## config.mk

```make
export PLATFORM = sky130hd
export DESIGN_NAME = sdf_r2_bfly_flat
export DESIGN_NICKNAME = d
export VERILOG_FILES = /design/src/rtl/sdf_r2_bfly_pkg.sv /design/src/rtl/sdf_r2_bfly_if.sv /design/src/rtl/sdf_r2_bfly_cplx_addsub.sv /design/src/rtl/sdf_r2_bfly.sv /design/src/flat_wrapper.sv
export SDC_FILE = /design/constraint.sdc
export NUM_CORES = 1
export LEC_CHECK = 0
export CORE_ASPECT_RATIO = 0.75
export CORE_MARGIN = 2
export CORE_UTILIZATION = 60
export DETAILED_ROUTE_END_ITERATION = 7
export DONT_BUFFER_PORTS = 1
export GPL_TIMING_DRIVEN = 0
export PLACE_DENSITY = 0.85
export SLEW_MARGIN = 20
export SYNTH_ARGS = -nofsm -noshare
export SYNTH_HDL_FRONTEND = slang
export SYNTH_SLANG_ARGS = --single-unit
```

## constraint.sdc

```tcl
create_clock -name clk -period 10.25 [get_ports clk]
set_clock_uncertainty 0.1 [all_clocks]
set_input_delay 1.5375 -clock clk [delete_from_list [all_inputs] [get_ports clk]]
set_output_delay 1.5375 -clock clk [all_outputs]
set_load 0.1 [all_outputs]
```

## src/rtl/sdf_r2_bfly_pkg.sv

```systemverilog
// Shared definitions for the streaming FFT stages. It holds the SDF stage
// state type, the complex-word pack/unpack helpers, and the scaled add/sub.
// Helpers work on MAX_W-wide containers, so WIDTH up to MAX_W is supported.
package sdf_pkg;

  typedef enum logic [1:0] {
    EMPTY = 2'd0,
    RUN   = 2'd1,
    FLUSH = 2'd2
  } state_t;

  localparam int MAX_W  = 32;
  localparam int WORD_W = 2 * MAX_W;

  typedef logic signed [MAX_W-1:0] comp_t;
  typedef logic [WORD_W-1:0]       word_t;

  // Real part of a w-bit-per-component word, sign-extended to comp_t.
  function automatic comp_t cplx_re(input word_t word, input int w);
    word_t t;
    t = word << (WORD_W - 2 * w);
    return comp_t'($signed(t) >>> (WORD_W - w));
  endfunction

  // Imaginary part, sign-extended to comp_t.
  function automatic comp_t cplx_im(input word_t word, input int w);
    word_t t;
    t = word << (WORD_W - w);
    return comp_t'($signed(t) >>> (WORD_W - w));
  endfunction

  // Packs the low w bits of each component as {re, im}.
  function automatic word_t cplx_pack(input comp_t re, input comp_t im, input int w);
    word_t mask;
    mask = (word_t'(1) << w) - word_t'(1);
    return ((word_t'(re) & mask) << w) | (word_t'(im) & mask);
  endfunction

  // a+b or a-b at one extra bit of precision, then an optional /2. The caller
  // keeps the low WIDTH bits, which gives wrap-around when scale is off.
  function automatic comp_t addsub_scale(input comp_t a, input comp_t b,
                                         input logic sub, input logic scale);
    logic signed [MAX_W:0] r;
    if (sub) r = $signed({a[MAX_W-1], a}) - $signed({b[MAX_W-1], b});
    else     r = $signed({a[MAX_W-1], a}) + $signed({b[MAX_W-1], b});
    if (scale) r = r >>> 1;
    return comp_t'(r);
  endfunction

endpackage

```

## src/rtl/sdf_r2_bfly_if.sv

```systemverilog
// Interface carrying the SDF stage bus: the input stream, the flush request,
// the delay-line port, and the output stream. All words are {re, im} at 2*WIDTH bits.
// The slave side is the butterfly stage; the master side is its environment.
interface sdf_r2_bfly_if #(parameter int WIDTH = 16);
  logic [2*WIDTH-1:0] in_data;
  logic               in_valid;
  logic               in_ready;
  logic               flush;
  logic [2*WIDTH-1:0] dly_wr_data;
  logic               dly_wr_valid;
  logic [2*WIDTH-1:0] dly_rd_data;
  logic [2*WIDTH-1:0] out_data;
  logic               out_valid;
  logic               out_diff;
  logic               out_last;

  modport slave (
    input  in_data, in_valid, flush, dly_rd_data,
    output in_ready, dly_wr_data, dly_wr_valid, out_data, out_valid, out_diff, out_last
  );

  modport master (
    output in_data, in_valid, flush, dly_rd_data,
    input  in_ready, dly_wr_data, dly_wr_valid, out_data, out_valid, out_diff, out_last
  );
endinterface

```

## src/rtl/sdf_r2_bfly_cplx_addsub.sv

```systemverilog
// Complex butterfly core: o_sum = scale(a+b), o_diff = scale(a-b) per component.
// Latency: purely combinational.
// Backpressure: none; it is a pure function of its inputs.
// Ports: i_a, i_b are {re, im} operands; o_sum and o_diff are {re, im} results.
module sdf_cplx_addsub
  import sdf_pkg::*;
#(
  parameter int WIDTH = 16,
  parameter int SCALE = 1
) (
  input  logic [2*WIDTH-1:0] i_a,
  input  logic [2*WIDTH-1:0] i_b,
  output logic [2*WIDTH-1:0] o_sum,
  output logic [2*WIDTH-1:0] o_diff
);
  localparam logic C_SCALE = (SCALE != 0);

  comp_t w_a_re, w_a_im, w_b_re, w_b_im;
  comp_t w_s_re, w_s_im, w_t_re, w_t_im;

  assign w_a_re = cplx_re(word_t'(i_a), WIDTH);
  assign w_a_im = cplx_im(word_t'(i_a), WIDTH);
  assign w_b_re = cplx_re(word_t'(i_b), WIDTH);
  assign w_b_im = cplx_im(word_t'(i_b), WIDTH);

  assign w_s_re = addsub_scale(w_a_re, w_b_re, 1'b0, C_SCALE);
  assign w_s_im = addsub_scale(w_a_im, w_b_im, 1'b0, C_SCALE);
  assign w_t_re = addsub_scale(w_a_re, w_b_re, 1'b1, C_SCALE);
  assign w_t_im = addsub_scale(w_a_im, w_b_im, 1'b1, C_SCALE);

  assign o_sum  = (2*WIDTH)'(cplx_pack(w_s_re, w_s_im, WIDTH));
  assign o_diff = (2*WIDTH)'(cplx_pack(w_t_re, w_t_im, WIDTH));
endmodule

```

## src/rtl/sdf_r2_bfly.sv

```systemverilog
// Radix-2 SDF butterfly stage. It emits DEPTH sums per frame, then recirculates the differences.
// Latency: 1 cycle from an accepted sample (or a flush strobe) to its result.
// Backpressure: in_ready drops only while draining stored differences (FLUSH).
// Ports: clk, reset (async, active-high); bus (slave) carries the in/out streams,
// the flush request, and the external delay-line write and read words.
module sdf_r2_bfly
  import sdf_pkg::*;
#(
  parameter int WIDTH = 16,
  parameter int DEPTH = 16,
  parameter int SCALE = 1
) (
  input  logic          clk,
  input  logic          reset,
  sdf_r2_bfly_if.slave  bus
);
  localparam int             CW         = $clog2(2 * DEPTH);
  localparam logic [CW-1:0]  C_LAST_A   = CW'(DEPTH - 1);
  localparam logic [CW-1:0]  C_LAST_FRM = CW'(2 * DEPTH - 1);

  state_t             r_state, w_state_nxt;
  logic [CW-1:0]      r_cnt, w_cnt_nxt;
  logic [2*WIDTH-1:0] r_out_data;
  logic               r_out_valid, r_out_diff, r_out_last;

  logic               w_accept, w_strobe, w_phase_b, w_primed, w_last_a;
  logic [2*WIDTH-1:0] w_x, w_sum, w_diff;

  // Once a full frame has passed, the delay line holds real differences.
  assign w_primed  = (r_state != EMPTY);
  assign bus.in_ready = (r_state != FLUSH);
  assign w_accept  = bus.in_valid & bus.in_ready;
  assign w_strobe  = w_accept | (r_state == FLUSH);
  assign w_phase_b = r_cnt[CW-1];
  assign w_last_a  = (r_cnt == C_LAST_A);
  // Flush strobes push zeros, so the delay line is clean for the next frame.
  assign w_x       = (r_state == FLUSH) ? '0 : bus.in_data;

  sdf_cplx_addsub #(.WIDTH(WIDTH), .SCALE(SCALE)) u_addsub (
    .i_a    (bus.dly_rd_data),
    .i_b    (w_x),
    .o_sum  (w_sum),
    .o_diff (w_diff)
  );

  assign bus.dly_wr_valid = w_strobe;
  assign bus.dly_wr_data  = w_phase_b ? w_diff : w_x;

  always_comb begin
    w_state_nxt = r_state;
    w_cnt_nxt   = r_cnt;
    if (w_strobe) w_cnt_nxt = r_cnt + CW'(1);
    case (r_state)
      EMPTY: if (w_strobe && r_cnt == C_LAST_FRM) w_state_nxt = RUN;
      // Drain only on a frame boundary with no sample in flight.
      RUN:   if (bus.flush && !bus.in_valid && r_cnt == '0) w_state_nxt = FLUSH;
      FLUSH: if (w_last_a) begin
               w_state_nxt = EMPTY;
               w_cnt_nxt   = '0;
             end
      default: w_state_nxt = EMPTY;
    endcase
  end

  always_ff @(posedge clk or posedge reset) begin
    if (reset) begin
      r_state <= EMPTY;
      r_cnt   <= '0;
    end else begin
      r_state <= w_state_nxt;
      r_cnt   <= w_cnt_nxt;
    end
  end

  always_ff @(posedge clk or posedge reset) begin
    if (reset) begin
      r_out_data  <= '0;
      r_out_valid <= 1'b0;
      r_out_diff  <= 1'b0;
      r_out_last  <= 1'b0;
    end else begin
      r_out_valid <= 1'b0;
      r_out_last  <= 1'b0;
      if (w_strobe) begin
        r_out_valid <= w_phase_b | w_primed;
        r_out_diff  <= ~w_phase_b;
        r_out_last  <= ~w_phase_b & w_last_a & w_primed;
        r_out_data  <= w_phase_b ? w_sum : bus.dly_rd_data;
      end
    end
  end

  assign bus.out_data  = r_out_data;
  assign bus.out_valid = r_out_valid;
  assign bus.out_diff  = r_out_diff;
  assign bus.out_last  = r_out_last;
endmodule

```

## src/flat_wrapper.sv

```systemverilog
// flat-port wrapper written by rule: the top's interface ports become plain ports
module sdf_r2_bfly_flat import sdf_pkg::*;
#(
  parameter int WIDTH = 16,
  parameter int DEPTH = 16,
  parameter int SCALE = 1
)
  (clk, reset, bus_in_data, bus_in_valid, bus_flush, bus_dly_rd_data, bus_in_ready, bus_dly_wr_data, bus_dly_wr_valid, bus_out_data, bus_out_valid, bus_out_diff, bus_out_last);
  sdf_r2_bfly_if #(.WIDTH(WIDTH)) bus_i ();
  input  logic clk;
  input  logic reset;
  input wire logic [$bits(bus_i.in_data)-1:0] bus_in_data;
  input wire logic [$bits(bus_i.in_valid)-1:0] bus_in_valid;
  input wire logic [$bits(bus_i.flush)-1:0] bus_flush;
  input wire logic [$bits(bus_i.dly_rd_data)-1:0] bus_dly_rd_data;
  output wire logic [$bits(bus_i.in_ready)-1:0] bus_in_ready;
  output wire logic [$bits(bus_i.dly_wr_data)-1:0] bus_dly_wr_data;
  output wire logic [$bits(bus_i.dly_wr_valid)-1:0] bus_dly_wr_valid;
  output wire logic [$bits(bus_i.out_data)-1:0] bus_out_data;
  output wire logic [$bits(bus_i.out_valid)-1:0] bus_out_valid;
  output wire logic [$bits(bus_i.out_diff)-1:0] bus_out_diff;
  output wire logic [$bits(bus_i.out_last)-1:0] bus_out_last;
  assign bus_i.in_data = bus_in_data;
  assign bus_i.in_valid = bus_in_valid;
  assign bus_i.flush = bus_flush;
  assign bus_i.dly_rd_data = bus_dly_rd_data;
  assign bus_in_ready = bus_i.in_ready;
  assign bus_dly_wr_data = bus_i.dly_wr_data;
  assign bus_dly_wr_valid = bus_i.dly_wr_valid;
  assign bus_out_data = bus_i.out_data;
  assign bus_out_valid = bus_i.out_valid;
  assign bus_out_diff = bus_i.out_diff;
  assign bus_out_last = bus_i.out_last;
  sdf_r2_bfly #(.WIDTH(WIDTH), .DEPTH(DEPTH), .SCALE(SCALE)) u_core (.clk(clk), .reset(reset), .bus(bus_i));
endmodule
```

==> flow_metrics.py <==
metrics = {
    "yosys": {
        "syn_inst": 750,
        "netlist_area_um2": 5438,
        "synth_cell_types": 58,
        "synth_edf_count": 0,
        "syn_area_per_cell_um2": 7.250,
        "ys_seq_elements": 42,
        "synth-seq-area-share_pct": 19.33,
        "synth_warnings": 0,
        "yosys_most_used_dff": "dfrtp_1",
        "synth-async-reset-ratio_pct": 100.0,
        "syn_nets": 892,
    },
    "layout": {
        "drive_gt1_share_pct": 7.237,
        "syn2layout_area_growth_pct": 8.629,
        "final_common_cell": "nand2_1",
        "utilization_pct": 66.12,
        "mostFrequentLayoutCells": "nand2_1 (91), a21oi_1 (76), ha_1 (70), inv_1 (61), nor2_1 (48)",
        "final_nets": 902,
        "finalNonFillerCells": 872,
        "design_area_um2": 5907,
        "n_antenna_cell": 0,
    },
    "global_route": {
        "grt_pass1_wl_um": 26480,
        "grt_busiest_layer": "met2",
        "antenna_found_initial": 0,
        "gr-usage-met1_pct": 45.84,
        "track_usage_pct": 33.46,
        "grt_util_met3_pct": 8.601,
        "use_met2_pct": 53.79,
        "grt_start_max_net_pins": 32,
        "grt_pass1_vias": 5192,
        "overflow": 0,
    },
    "timing": {
        "relSlewSlack_pct": 22.12,
        "hold_ws_ns": 0.3627,
        "setup_tns_ns": 0,
        "setup_viol": 0,
        "rsz0062_at_grt": "false",
        "worst_slew_pin_slew_ns": 1.202,
        "finalCritPeriodShare_pct": 65.54,
        "hold_viol_final": 0,
        "drv_slew": 0,
        "period_minus_slack_ns": 6.718,
        "clock.fmax_ghz": 0.1489,
    },
    "clocking": {
        "ctsRootBufferMaster": "clkbuf_16",
        "cts_hold_buf": 0,
        "worstSkewPairLatency_ns": 0.29,
        "cts_setup_buffers": 0,
        "numClockSinks": 42,
        "cts_resized": 0,
        "htree_levels": 2,
        "cts_buffer_depth": 2,
        "cts_tree": "yes",
        "numCtsBuffers": 5,
        "clkTransAtPathRegs_ns": 0.06,
    },
    "critical_path": {
        "worstPathArrival_ns": 5.08,
        "reg2reg_from": "u_core.r_state[1]",
        "path_max_fanout": 10,
        "cp.required_ns": 8.61,
        "setup.worst_path.start": "u_core.r_state[1]",
        "critPathKind": "flip-flop to primary output",
        "reg2regPathDepth": 13,
        "critPathLaunchType": "flip-flop",
        "endpoint_kind": "primary output",
    },
    "die": {
        "rows": 30,
        "initial_core_util_pct": 60.87,
        "dieHeight_um": 86.45,
        "core_area_um2": 8934,
        "die-width_um": 113.9,
        "num_io_pins": 137,
        "dieArea_um2": 9848,
    },
    "status": {
        "status": "finished, final reports clean",
    },
    "power": {
        "powerDensity_nw_per_um2": 323.0,
        "leakage_nw": 2.867,
        "ir_drop_mv": 0.2408,
    },
    "placed_design": {
        "dp_cells": 865,
        "placed_area_um2": 5772,
        "dp_hpwl_um": 13070,
        "io_buffers": 0,
        "gp_congestion": 0.9264,
    },
    "worst_hold_path": {
        "hold_path_class": "flip-flop to flip-flop",
        "whs_path_depth": 1,
        "hp-start": "u_core.r_state[1]",
    },
    "detailed_routing": {
        "num_vias": 5671,
        "wl_um": 16760,
        "post_drt_wl_per_cell_um": 19.22,
        "ant_nets": 0,
        "drc": 0,
        "drt_iter0_drc": 615,
        "drt_first_pass_iters": 6,
        "via_per_inst": 6.503,
    },
    "flow_run": {
        "drv_cap": 0,
    },
}
-- flip-flops by register name, summed over array words and instances, names as in the netlist --
signal	cells
u_core.bus.out_valid	1
u_core.r_state	2
u_core.bus.out_data	32
u_core.bus.out_diff	1
u_core.r_cnt	5
u_core.bus.out_last	1
-- synthesized netlist by cell type (5+ instances only) --
library cell	number	area (um^2)
a31oi_1	12	75.07
nor3_1	7	35.03
o22ai_1	5	31.28
o21bai_1	7	52.55
nand4_1	7	43.79
and3_1	21	131.4
xor2_1	19	166.4
nand3_1	15	75.07
a21o_1	17	127.6
nor2_1	48	180.2
dfrtp_1	42	1051
mux2i_1	6	60.06
xnor2_1	23	201.4
a211oi_1	5	37.54
or4_1	5	37.54
or3_1	12	75.07
inv_1	62	232.7
nand2b_1	11	68.82
ha_1	70	875.8
o21a_1	7	52.55
clkbuf_1	40	150.1
nand2_1	91	341.6
o31ai_1	10	75.07
o21ai_0	67	335.3
a21oi_1	76	380.4
nor4_1	5	31.28
-- worst max-delay path, stage by stage, from the launching register on --
cell      delay, ns
dfrtp_1        0.40
nor2b_4        0.15
inv_2          0.13
clkbuf_1       0.48
clkbuf_1       0.57
nand2_1        0.25
ha_1           0.43
a21o_1         0.21
or3_1          0.35
o211a_1        0.24
o211ai_1       0.36
o21ai_0        0.19
xnor2_1        0.17
o21ai_2        0.84
-- kinds of logic (layout without fill, tap and decap cells) --
kind of cell	Yosys count	count (layout)	share of synthesized area (%)
adders and majority gates	74	74	17.58
DFF	42	42	19.33
muxes	6	6	1.105
xor gates and xnor gates	42	42	6.765
AOI/OAI and AO/OA	239	239	26.65
and+or+nand+nor	238	238	20.98
buffers and inverters	109	119	7.593
-- through the flow --
stage	total power, mW	worst slack, ns
floorplan	1.511	3.111
global placement	1.657	2.111
detailed placement	1.744	3.921
CTS	1.896	3.603
global route	1.981	3.262
finish	1.908	3.532
-- power by group --
group          leakage, nW  switching (mW)  internal, mW
Clock               0.0694          0.0651        0.0880
Combinational         2.29           0.865         0.232
Sequential           0.511           0.440         0.218
Total                 2.87            1.37         0.538
-- routing by layer --
metal	share of wire (%)	vias to the layer above	wire length (um)
met5	0	-	0
met4	1.8	0	296
met3	11	30	1921
met2	45	311	7582
met1	42	2674	6959
li1	-	2656	-
-- path summary, 6_finish.rpt --
kind	to	slack (ns)
max	bus_dly_wr_data[30]	3.53
min	u_core.r_state[0]	0.36
max reg2reg	u_core.bus.out_data[27]	5.83
min reg2reg	u_core.r_state[0]	0.36
max in group asynchronous	u_core.bus.out_data[29]	8.63
min in group asynchronous	u_core.bus.out_data[18]	0.97
-- area by class of cell --
type                            instances  area (um^2)
Multi-Input combinational cell        599         4110
Fill cell                             809         3027
Sequential cell                        42         1051
Inverter                               63        236.5
Buffer                                 46        178.9
Tap cell                              112        140.1
Clock buffer                            5        125.1
Timing Repair Buffer                    3        55.05
Clock inverter                          2        10.01
Power figures use the tool's default switching activity.
